$ cat config.mk
export PLATFORM = sky130hd
export DESIGN_NAME = seq_divider
export DESIGN_NICKNAME = d
export VERILOG_FILES = /design/src/rtl/seq_divider.sv
export SDC_FILE = /design/constraint.sdc
export NUM_CORES = 1
export LEC_CHECK = 0
export BUFFER_PORTS_ARGS = -buffer_cell sky130_fd_sc_hd__buf_2
export CORE_ASPECT_RATIO = 2
export CORE_MARGIN = 2
export CORE_UTILIZATION = 40
export CTS_BUF_LIST = sky130_fd_sc_hd__clkbuf_4 sky130_fd_sc_hd__clkbuf_8
export DETAILED_ROUTE_END_ITERATION = 8
export REMOVE_ABC_BUFFERS = 1
export SYNTH_ARGS = -nofsm -noshare
export SYNTH_HDL_FRONTEND = slang
export SYNTH_SLANG_ARGS = --single-unit
$ cat constraint.sdc
create_clock -name clk -period 2.37 [get_ports clk]
set_clock_uncertainty 0.2 [all_clocks]
set_input_delay 0 -clock clk [delete_from_list [all_inputs] [get_ports clk]]
set_output_delay 0 -clock clk [all_outputs]
set_load 0.02 [all_outputs]
$ cat src/rtl/seq_divider.sv
// Sequential restoring (shift-subtract) unsigned divider, one quotient bit per clock.
// start/busy/done handshake; divide-by-zero reports all-ones quotient and the dividend as remainder.
module seq_divider #(
    parameter int N = 4
) (
    input  logic         clk,
    input  logic         rst,
    input  logic         start,
    input  logic [N-1:0] a,
    input  logic [N-1:0] b,
    output logic         busy,
    output logic         done,
    output logic [N-1:0] q,
    output logic [N-1:0] r,
    output logic         div_by_zero
);

    localparam int CW = $clog2(N + 1);

    typedef enum logic [1:0] {
        S_IDLE = 2'd0,
        S_RUN  = 2'd1,
        S_DONE = 2'd2
    } state_t;

    state_t        r_state;
    state_t        w_state_nxt;
    logic [N-1:0]  r_dvd;
    logic [N-1:0]  r_dvs;
    logic [N-1:0]  r_rem;
    logic [CW-1:0] r_cnt;
    logic          r_busy;
    logic          r_done;
    logic [N-1:0]  r_q;
    logic [N-1:0]  r_r;
    logic          r_dbz;

    logic          w_accept;
    logic          w_dvs_zero;
    logic          w_last;
    logic [N:0]    w_rem_sh;
    logic [N:0]    w_diff;
    logic          w_ge;
    logic [N-1:0]  w_rem_nxt;
    logic [N-1:0]  w_dvd_shift;

    // Request acceptance and one restoring-division step on the (N+1)-bit partial remainder.
    always_comb begin
        w_accept    = start && ((r_state == S_IDLE) || (r_state == S_DONE));
        w_dvs_zero  = (r_dvs == {N{1'b0}});
        w_last      = (r_cnt == CW'(1));
        w_rem_sh    = {r_rem, r_dvd[N-1]};
        w_diff      = w_rem_sh - {1'b0, r_dvs};
        w_ge        = (w_rem_sh >= {1'b0, r_dvs});
        // When the subtract is skipped, the shifted remainder is below b and its top bit is 0.
        if (w_ge) begin
            w_rem_nxt = w_diff[N-1:0];
        end else begin
            w_rem_nxt = w_rem_sh[N-1:0];
        end
        w_dvd_shift = {r_dvd[N-2:0], w_ge};
    end

    // Next-state logic.
    always_comb begin
        w_state_nxt = r_state;
        case (r_state)
            S_IDLE: begin
                if (w_accept) begin
                    w_state_nxt = S_RUN;
                end else begin
                    w_state_nxt = S_IDLE;
                end
            end
            S_RUN: begin
                if (w_dvs_zero || w_last) begin
                    w_state_nxt = S_DONE;
                end else begin
                    w_state_nxt = S_RUN;
                end
            end
            S_DONE: begin
                if (w_accept) begin
                    w_state_nxt = S_RUN;
                end else begin
                    w_state_nxt = S_IDLE;
                end
            end
            default: w_state_nxt = S_IDLE;
        endcase
    end

    // State register.
    always_ff @(posedge clk or posedge rst) begin
        if (rst) begin
            r_state <= S_IDLE;
        end else begin
            r_state <= w_state_nxt;
        end
    end

    // Operand capture, iteration datapath and registered result outputs.
    always_ff @(posedge clk or posedge rst) begin
        if (rst) begin
            r_dvd  <= {N{1'b0}};
            r_dvs  <= {N{1'b0}};
            r_rem  <= {N{1'b0}};
            r_cnt  <= {CW{1'b0}};
            r_busy <= 1'b0;
            r_done <= 1'b0;
            r_q    <= {N{1'b0}};
            r_r    <= {N{1'b0}};
            r_dbz  <= 1'b0;
        end else begin
            case (r_state)
                S_IDLE, S_DONE: begin
                    r_done <= 1'b0;
                    if (w_accept) begin
                        r_dvd  <= a;
                        r_dvs  <= b;
                        r_rem  <= {N{1'b0}};
                        r_cnt  <= CW'(N);
                        r_busy <= 1'b1;
                        r_q    <= {N{1'b0}};
                        r_r    <= {N{1'b0}};
                        r_dbz  <= 1'b0;
                    end else begin
                        r_busy <= 1'b0;
                    end
                end
                S_RUN: begin
                    if (w_dvs_zero) begin
                        r_q    <= {N{1'b1}};
                        r_r    <= r_dvd;
                        r_dbz  <= 1'b1;
                        r_busy <= 1'b0;
                        r_done <= 1'b1;
                    end else begin
                        // Quotient bits shift into the vacated LSBs of the dividend register.
                        r_dvd <= w_dvd_shift;
                        r_rem <= w_rem_nxt;
                        r_cnt <= r_cnt - CW'(1);
                        if (w_last) begin
                            r_q    <= w_dvd_shift;
                            r_r    <= w_rem_nxt;
                            r_busy <= 1'b0;
                            r_done <= 1'b1;
                        end else begin
                            r_busy <= 1'b1;
                            r_done <= 1'b0;
                        end
                    end
                end
                default: begin
                    r_busy <= 1'b0;
                    r_done <= 1'b0;
                end
            endcase
        end
    end

    assign busy        = r_busy;
    assign done        = r_done;
    assign q           = r_q;
    assign r           = r_r;
    assign div_by_zero = r_dbz;

endmodule

==> results.txt, run 1 <==
status: completed
ANT nets after route: 0
syn avg cell area: 9.25 um^2
Worst Hold Path Cells: 5
Clock Path Buffers: 2
post-synthesis cell type count: 36
Vert. Die Dim: 88.4 um
nets: 206
Worst-Skew Late Latency: 0.27 ns
met3 routed WL: 118 um
H-tree depth: 1
Starting Density: 41.7%
initial drt markers: 19
reg-to-reg slack, setup: 0.24 ns
Max Used Layer: met4
final wirelength: 3580 um
most frequent CP cell: inv_1
leakage: 0.807 nW
Hold Startpoint: start
Slew Limit Fails: 0
gr usage total: 19.5%
core area: 3420 um^2
reg2reg start: r_dvs[1]
Worst Setup Path Type: reg -> reg
Syn. warnings: 0
Finished Cell Area: 1760 um^2
Vias per Instance: 5.28
fill count: 340
Rows: 30
Worst-Margin Slew: 0.507 ns
Resized cells post-CTS: 0
via count: 1241
initial antenna violation count: 0
Worst Path Arrival: 2.13 ns
critical path's slowest cell: or4_4
Final Non-Filler Cells: 235
vias in the first global route: 1314
placed cell area: 1600 um^2
CP Data Required Time: 2.37 ns
FMAX: 0.470 GHz
Area contributors post-synth: dfrtp_1, nand2_1, ha_1, nand3_1, o21ai_0
clock slew at reported path FFs: 0.09 ns
clk root buf: clkbuf_8
worst-case reg-to-reg path depth: 6
post-DP HPWL: 2820 um
Min-Delay Path Class: in -> reg
share of the synthesized area in the top cell type: 45.7%
# IOs: 22
CTS tree: yes
crit path capture type: register
DRC viols: 0
RR Endpoint: r[0]
placed cells: 222
ant diodes: 0
DRT Pass-1 Iters: 4
# setup viols final: 0
Fin Setup TNS: 0 ns
Sink Count: 26
largest net degree at the start of global routing: 27
Worst Setup Start Kind: register
final design utilization: 51.6%
overflow left after global routing: 0
Min Hold Slack: 0.0640 ns
RSZ-0062 raised after global routing: no
Mapped Area: 1430 um^2
#FFs+latches synth: 26
TritonCTS Buffers: 3
DR WL/cell: 15.2 um
DIE AREA: 4080 um^2
port bufs: 21
slowest stage delay, CP: 0.52 ns
Post-CTS Setup Inserts: 0
Placer Congestion: 0.910
final clock period utilization by the worst path: 89.8%
synthesized instance count: 154
routed wl met2: 2000 um
Min-Delay Endpoint: r_dvs[0]
crit-path max FO: 4
Max-slew headroom: 66.0%
largest area contributor in the netlist: dfrtp_1
Tmin final: 2.13 ns
Cell Pwr Density: 1640 nW/um^2
Die Wd: 46.2 um
fraction of layout cells with a size suffix above 1: 20.9%
Metal-1 WL: 1320 um
Max VDD drop: 770 uV
first-pass GRT wire length: 5820 um
Max Cap Violations: 0
Pwr Total: 2.88 mW
sequential area share after synthesis: 45.7%
Setup WS pre-CTS: 0.272 ns
final setup margin: 0.242 ns
Layout area overhead: 23.6%
CP Cell Sequence: inv_1 -> ha_1 -> inv_1 -> o21a_4 -> or4_4 -> a31oi_2
final hold viol count: 0
-- power by group --
group | internal, mW | switching, mW | total [mW]
Clock | 0.226 | 0.146 | 0.372
Sequential | 0.663 | 0.184 | 0.847
Combinational | 0.643 | 1.02 | 1.66
Total | 1.53 | 1.35 | 2.88
-- worst max-delay path: cells and delay by family, from the launching register on --
family / cells / cell delay (ns)
compound gates: 2 / 0.39
fa+ha+maj: 1 / 0.33
buf+inv: 2 / 0.19
flops: 1 / 0.42
simple gates: 1 / 0.52
-- how the worst max path moves through the flow --
stage | start | end | slack (ns)
detailed placement | r_dvs[1] | r[0] | 0.27
global placement | r_dvs[0] | r[0] | 0.32
floorplan | r_dvs[1] | r[0] | 0.37
CTS | r_dvs[1] | r[0] | 0.24
finish | r_dvs[1] | r[0] | 0.24
global route | r_dvs[1] | q[0] | 0.13
-- synth_stat cells, drive strengths merged --
library cell / n
o21ai: 17
nand2: 24
nor4: 2
o21a: 1
fa: 1
nand3b: 1
nand2b: 2
nor2b: 3
dfrtp: 26
and2: 1
a41oi: 1
nand3: 12
a31oi: 7
nor3: 5
o211ai: 4
buf: 1
or4: 2
and2b: 1
o31ai: 2
xor2: 2
clkbuf: 4
inv: 11
nand4: 2
a32oi: 2
a21oi: 4
nor3b: 1
nor2: 7
ha: 6
nand4b: 2
-- registers in the layout, indices dropped and copies added (netlist names), 3 cells and up --
name and cells:
q 4, r_cnt 3, r_dvd 4, r 4
r_dvs 4, r_rem 4
-- layout by cell type, fill, tap and decap left out, types with 7 or more instances in the layout --
cell type      count
dfrtp_1           26
nand2_1           24
buf_2             21
nand3_1           12
inv_1             10
o21ai_0            9
dlygate4sd3_1      9
nor2_1             7
o21ai_1            7
-- logic make-up after synthesis --
kind of cell | synth area share [%]
and+or+nand+nor | 24.7
AOI/OAI and AO/OA | 17.5
DFF | 45.7
buffers and inverters | 4.30
adders and majority gates | 6.67
xor gates and xnor gates | 1.23
-- layer usage --
| layer | vias up | global-route usage [%] |
|---|---|---|
| met5 | - | 0 |
| met4 | 0 | 10.6 |
| met3 | 12 | 2.65 |
| met2 | 33 | 33.0 |
| met1 | 582 | 22.6 |
| li1 | 614 | - |
-- timing repair --
action,4_1_cts,5_1_grt
hold buffers,9,0
endpoints found under the hold margin,34,0
endpoints found under the setup margin,0,0
-- layout make-up --
type / count / area (um^2) / share of cell area (%)
multi-input cells: 112 / 713 / 40.5
clock buffers: 3 / 41.3 / 2.34
repair buffers: 34 / 225 / 12.8
well taps: 48 / 60.1 / 3.41
inverters: 11 / 41.3 / 2.34
flip-flops and latches: 26 / 651 / 36.9
clock inverters: 1 / 30.0 / 1.70
No activity file was read; power rests on OpenSTA's default activity.
==> run 2, diff against run 1 <==
--- a/config.mk
+++ b/config.mk
@@ -6,11 +6,11 @@
 export NUM_CORES = 1
 export LEC_CHECK = 0
 export BUFFER_PORTS_ARGS = -buffer_cell sky130_fd_sc_hd__buf_2
-export CORE_ASPECT_RATIO = 2
 export CORE_MARGIN = 2
-export CORE_UTILIZATION = 40
+export CORE_UTILIZATION = 58
 export CTS_BUF_LIST = sky130_fd_sc_hd__clkbuf_4 sky130_fd_sc_hd__clkbuf_8
 export DETAILED_ROUTE_END_ITERATION = 8
+export PLACE_DENSITY = 0.81
 export REMOVE_ABC_BUFFERS = 1
 export SYNTH_ARGS = -nofsm -noshare
 export SYNTH_HDL_FRONTEND = slang
==> run 2 against run 1 <==
  * Global-route usage grew 8.1 points
  * Sequential share of layout area grew 0.94 points
  * Routed wire length decreased by 7.2%
  * Via count grew 7.5%
  * Highest routed layer unchanged
  * Final area fell by 2.5%
  * Critical path depth is the same
  * Utilization is 24 points higher
  * Power decreased by 5.5%
  * Cell count is 7.7% lower
  * Count of clock-buffer cells in the layout stayed put
==> results.txt, run 2 (same netlist as run 1, synthesis figures left out) <==
Cell Pwr Density: 1590 nW/um^2 (-3.1%)
Setup WS pre-CTS: 0.211 ns (-0.0615 ns)
gr usage total: 27.6% (+8.1 points)
final hold viol count: 0 (unchanged)
DRT Pass-1 Iters: 4 (unchanged)
initial drt markers: 41 (+22)
RR Endpoint: r[0]
FMAX: 0.450 GHz (-4.2%)
Sink Count: 26 (unchanged)
crit path capture type: register
reg-to-reg slack, setup: 0.15 ns (-0.09 ns)
Clock Path Buffers: 2 (unchanged)
DIE AREA: 2870 um^2 (-30%)
# IOs: 22 (unchanged)
CP Data Required Time: 2.44 ns (+0.07 ns)
Multi-input gate area: 713 um^2 (unchanged)
Resized cells post-CTS: 0 (unchanged)
CTS Hold Buffers Added: 12 (+3)
Max-slew headroom: 67.1% (+1.1 points)
via count: 1334 (+7.5%)
H-tree depth: 1 (unchanged)
nets: 209 (+1.5%)
fill count: 170 (-50%)
DRC viols: 0 (unchanged)
sequential cell area: 651 um^2 (unchanged)
final wirelength: 3320 um (-7.2%)
crit-path max FO: 4 (unchanged)
placed cells: 202 (-9.0%)
clk root buf: clkbuf_4
largest net degree at the start of global routing: 27 (unchanged)
initial antenna violation count: 0 (unchanged)
RSZ-0062 raised after global routing: no
Worst-Skew Late Latency: 0.34 ns (+0.07 ns)
TritonCTS Buffers: 3 (unchanged)
Placer Congestion: 0.836 (-8.1%)
Vias per Instance: 6.15 (+16%)
Max Cap Violations: 0 (unchanged)
Final Non-Filler Cells: 217 (-7.7%)
port bufs: 21 (unchanged)
Layout area overhead: 20.5%
core area: 2280 um^2 (-33%)
Fin Setup TNS: 0 ns (unchanged)
Worst-Margin Slew: 0.488 ns (-0.0186 ns)
Slew Limit Fails: 0 (unchanged)
Worst Setup Path Type: reg -> reg
Min-Delay Path Class: in -> async
Pwr Total: 2.72 mW (-5.5%)
worst-case reg-to-reg path depth: 6 (unchanged)
Worst Path Arrival: 2.29 ns (+0.16 ns)
Die Wd: 53.6 um (+16%)
post-DP HPWL: 2320 um (-18%)
Worst Setup Start Kind: register
Max VDD drop: 940 uV (+22%)
CTS tree: yes
status: completed
Tmin final: 2.22 ns (+0.0926 ns)
ant diodes: 0 (unchanged)
vias in the first global route: 1280 (-2.6%)
final setup margin: 0.149 ns (-0.0926 ns)
first-pass GRT wire length: 5660 um (-2.8%)
Starting Density: 62.6% (+21 points)
fraction of layout cells with a size suffix above 1: 20.1% (-0.75 points)
most frequent cells in the layout: dfrtp_1, nand2_1, buf_2
# setup viols final: 0 (unchanged)
overflow left after global routing: 0 (unchanged)
Post-CTS Setup Inserts: 0 (unchanged)
ANT nets after route: 0 (unchanged)
leakage: 0.800 nW (-0.92%)
Vert. Die Dim: 53.6 um (-39%)
clock slew at reported path FFs: 0.14 ns (+0.05 ns)
most common cell after layout, fill and taps aside: dfrtp_1
DR WL/cell: 15.3 um (+0.46%)
final clock period utilization by the worst path: 93.7% (+3.9 points)
Rows: 17 (-43%)
reg2reg start: r_dvs[1]
==> run 2: changes by cell type in the layout (fill, tap and decap cells not counted), sizes merged <==
cell,delta
dlygate4sd3,+3
bufinv,-1
==> run 2: metrics by stage <==
| step | utilization, % | cell area, um^2 | hold WS, ns |
|---|---|---|---|
| 6_report | 75.5 | 1720 | 0.0442 |
| 2_1_floorplan | - | 1410 | -0.160 |
| 5_1_grt | 75.5 | 1720 | 0.0818 |
| 3_3_place_gp | 69.2 | 1580 | -0.134 |
| 4_1_cts | 75.5 | 1720 | 0.0752 |
| 3_5_place_dp | 69.2 | 1580 | -0.119 |
==> run 2: cell type report <==
cell class                      count  share of cell area, %
Multi-Input combinational cell    112                   41.5
Timing Repair Buffer               37                   14.9
Sequential cell                    26                   37.9
Clock buffer                        3                   1.31
Tap cell                           28                   2.04
Inverter                           11                   2.40
==> run 2: critical path, cell delays in order, from the launching register on <==
cell and delay, ns:
dfrtp_1 0.45, inv_1 0.12, ha_1 0.35, inv_1 0.09
o21a_4 0.23, or4_4 0.52, a31oi_2 0.19
==> run 2: worst max-delay path by stage <==
| stage | start | endpoint | slack [ns] | cells after the start |
|---|---|---|---|---|
| finish | r_dvs[1] | r[0] | 0.15 | 6 |
| global route | r_dvs[1] | r[1] | 0.10 | 6 |
| CTS | r_dvs[1] | r[0] | 0.18 | 6 |
| detailed placement | r_dvs[1] | r[0] | 0.21 | 6 |
| global placement | r_dvs[1] | r[0] | 0.33 | 6 |
| floorplan | r_dvs[1] | r[0] | 0.37 | 6 |
==> run 2: metal layers <==
| metal | vias up | global-route usage [%] | part of all wire, % |
|---|---|---|---|
| li1 | 622 | - | - |
| met2 | 54 | 47.1 | 49 |
| met1 | 647 | 33.3 | 42 |
| met3 | 11 | 5.00 | 5.8 |
| met4 | 0 | 14.1 | 2.8 |
| met5 | - | 0 | 0 |
==> run 2: report_power, final <==
group	internal [mW]	leakage (nW)	switching, mW
clock network	0.0600	0.0138	0.136
registers	0.662	0.318	0.179
logic	0.665	0.468	1.02
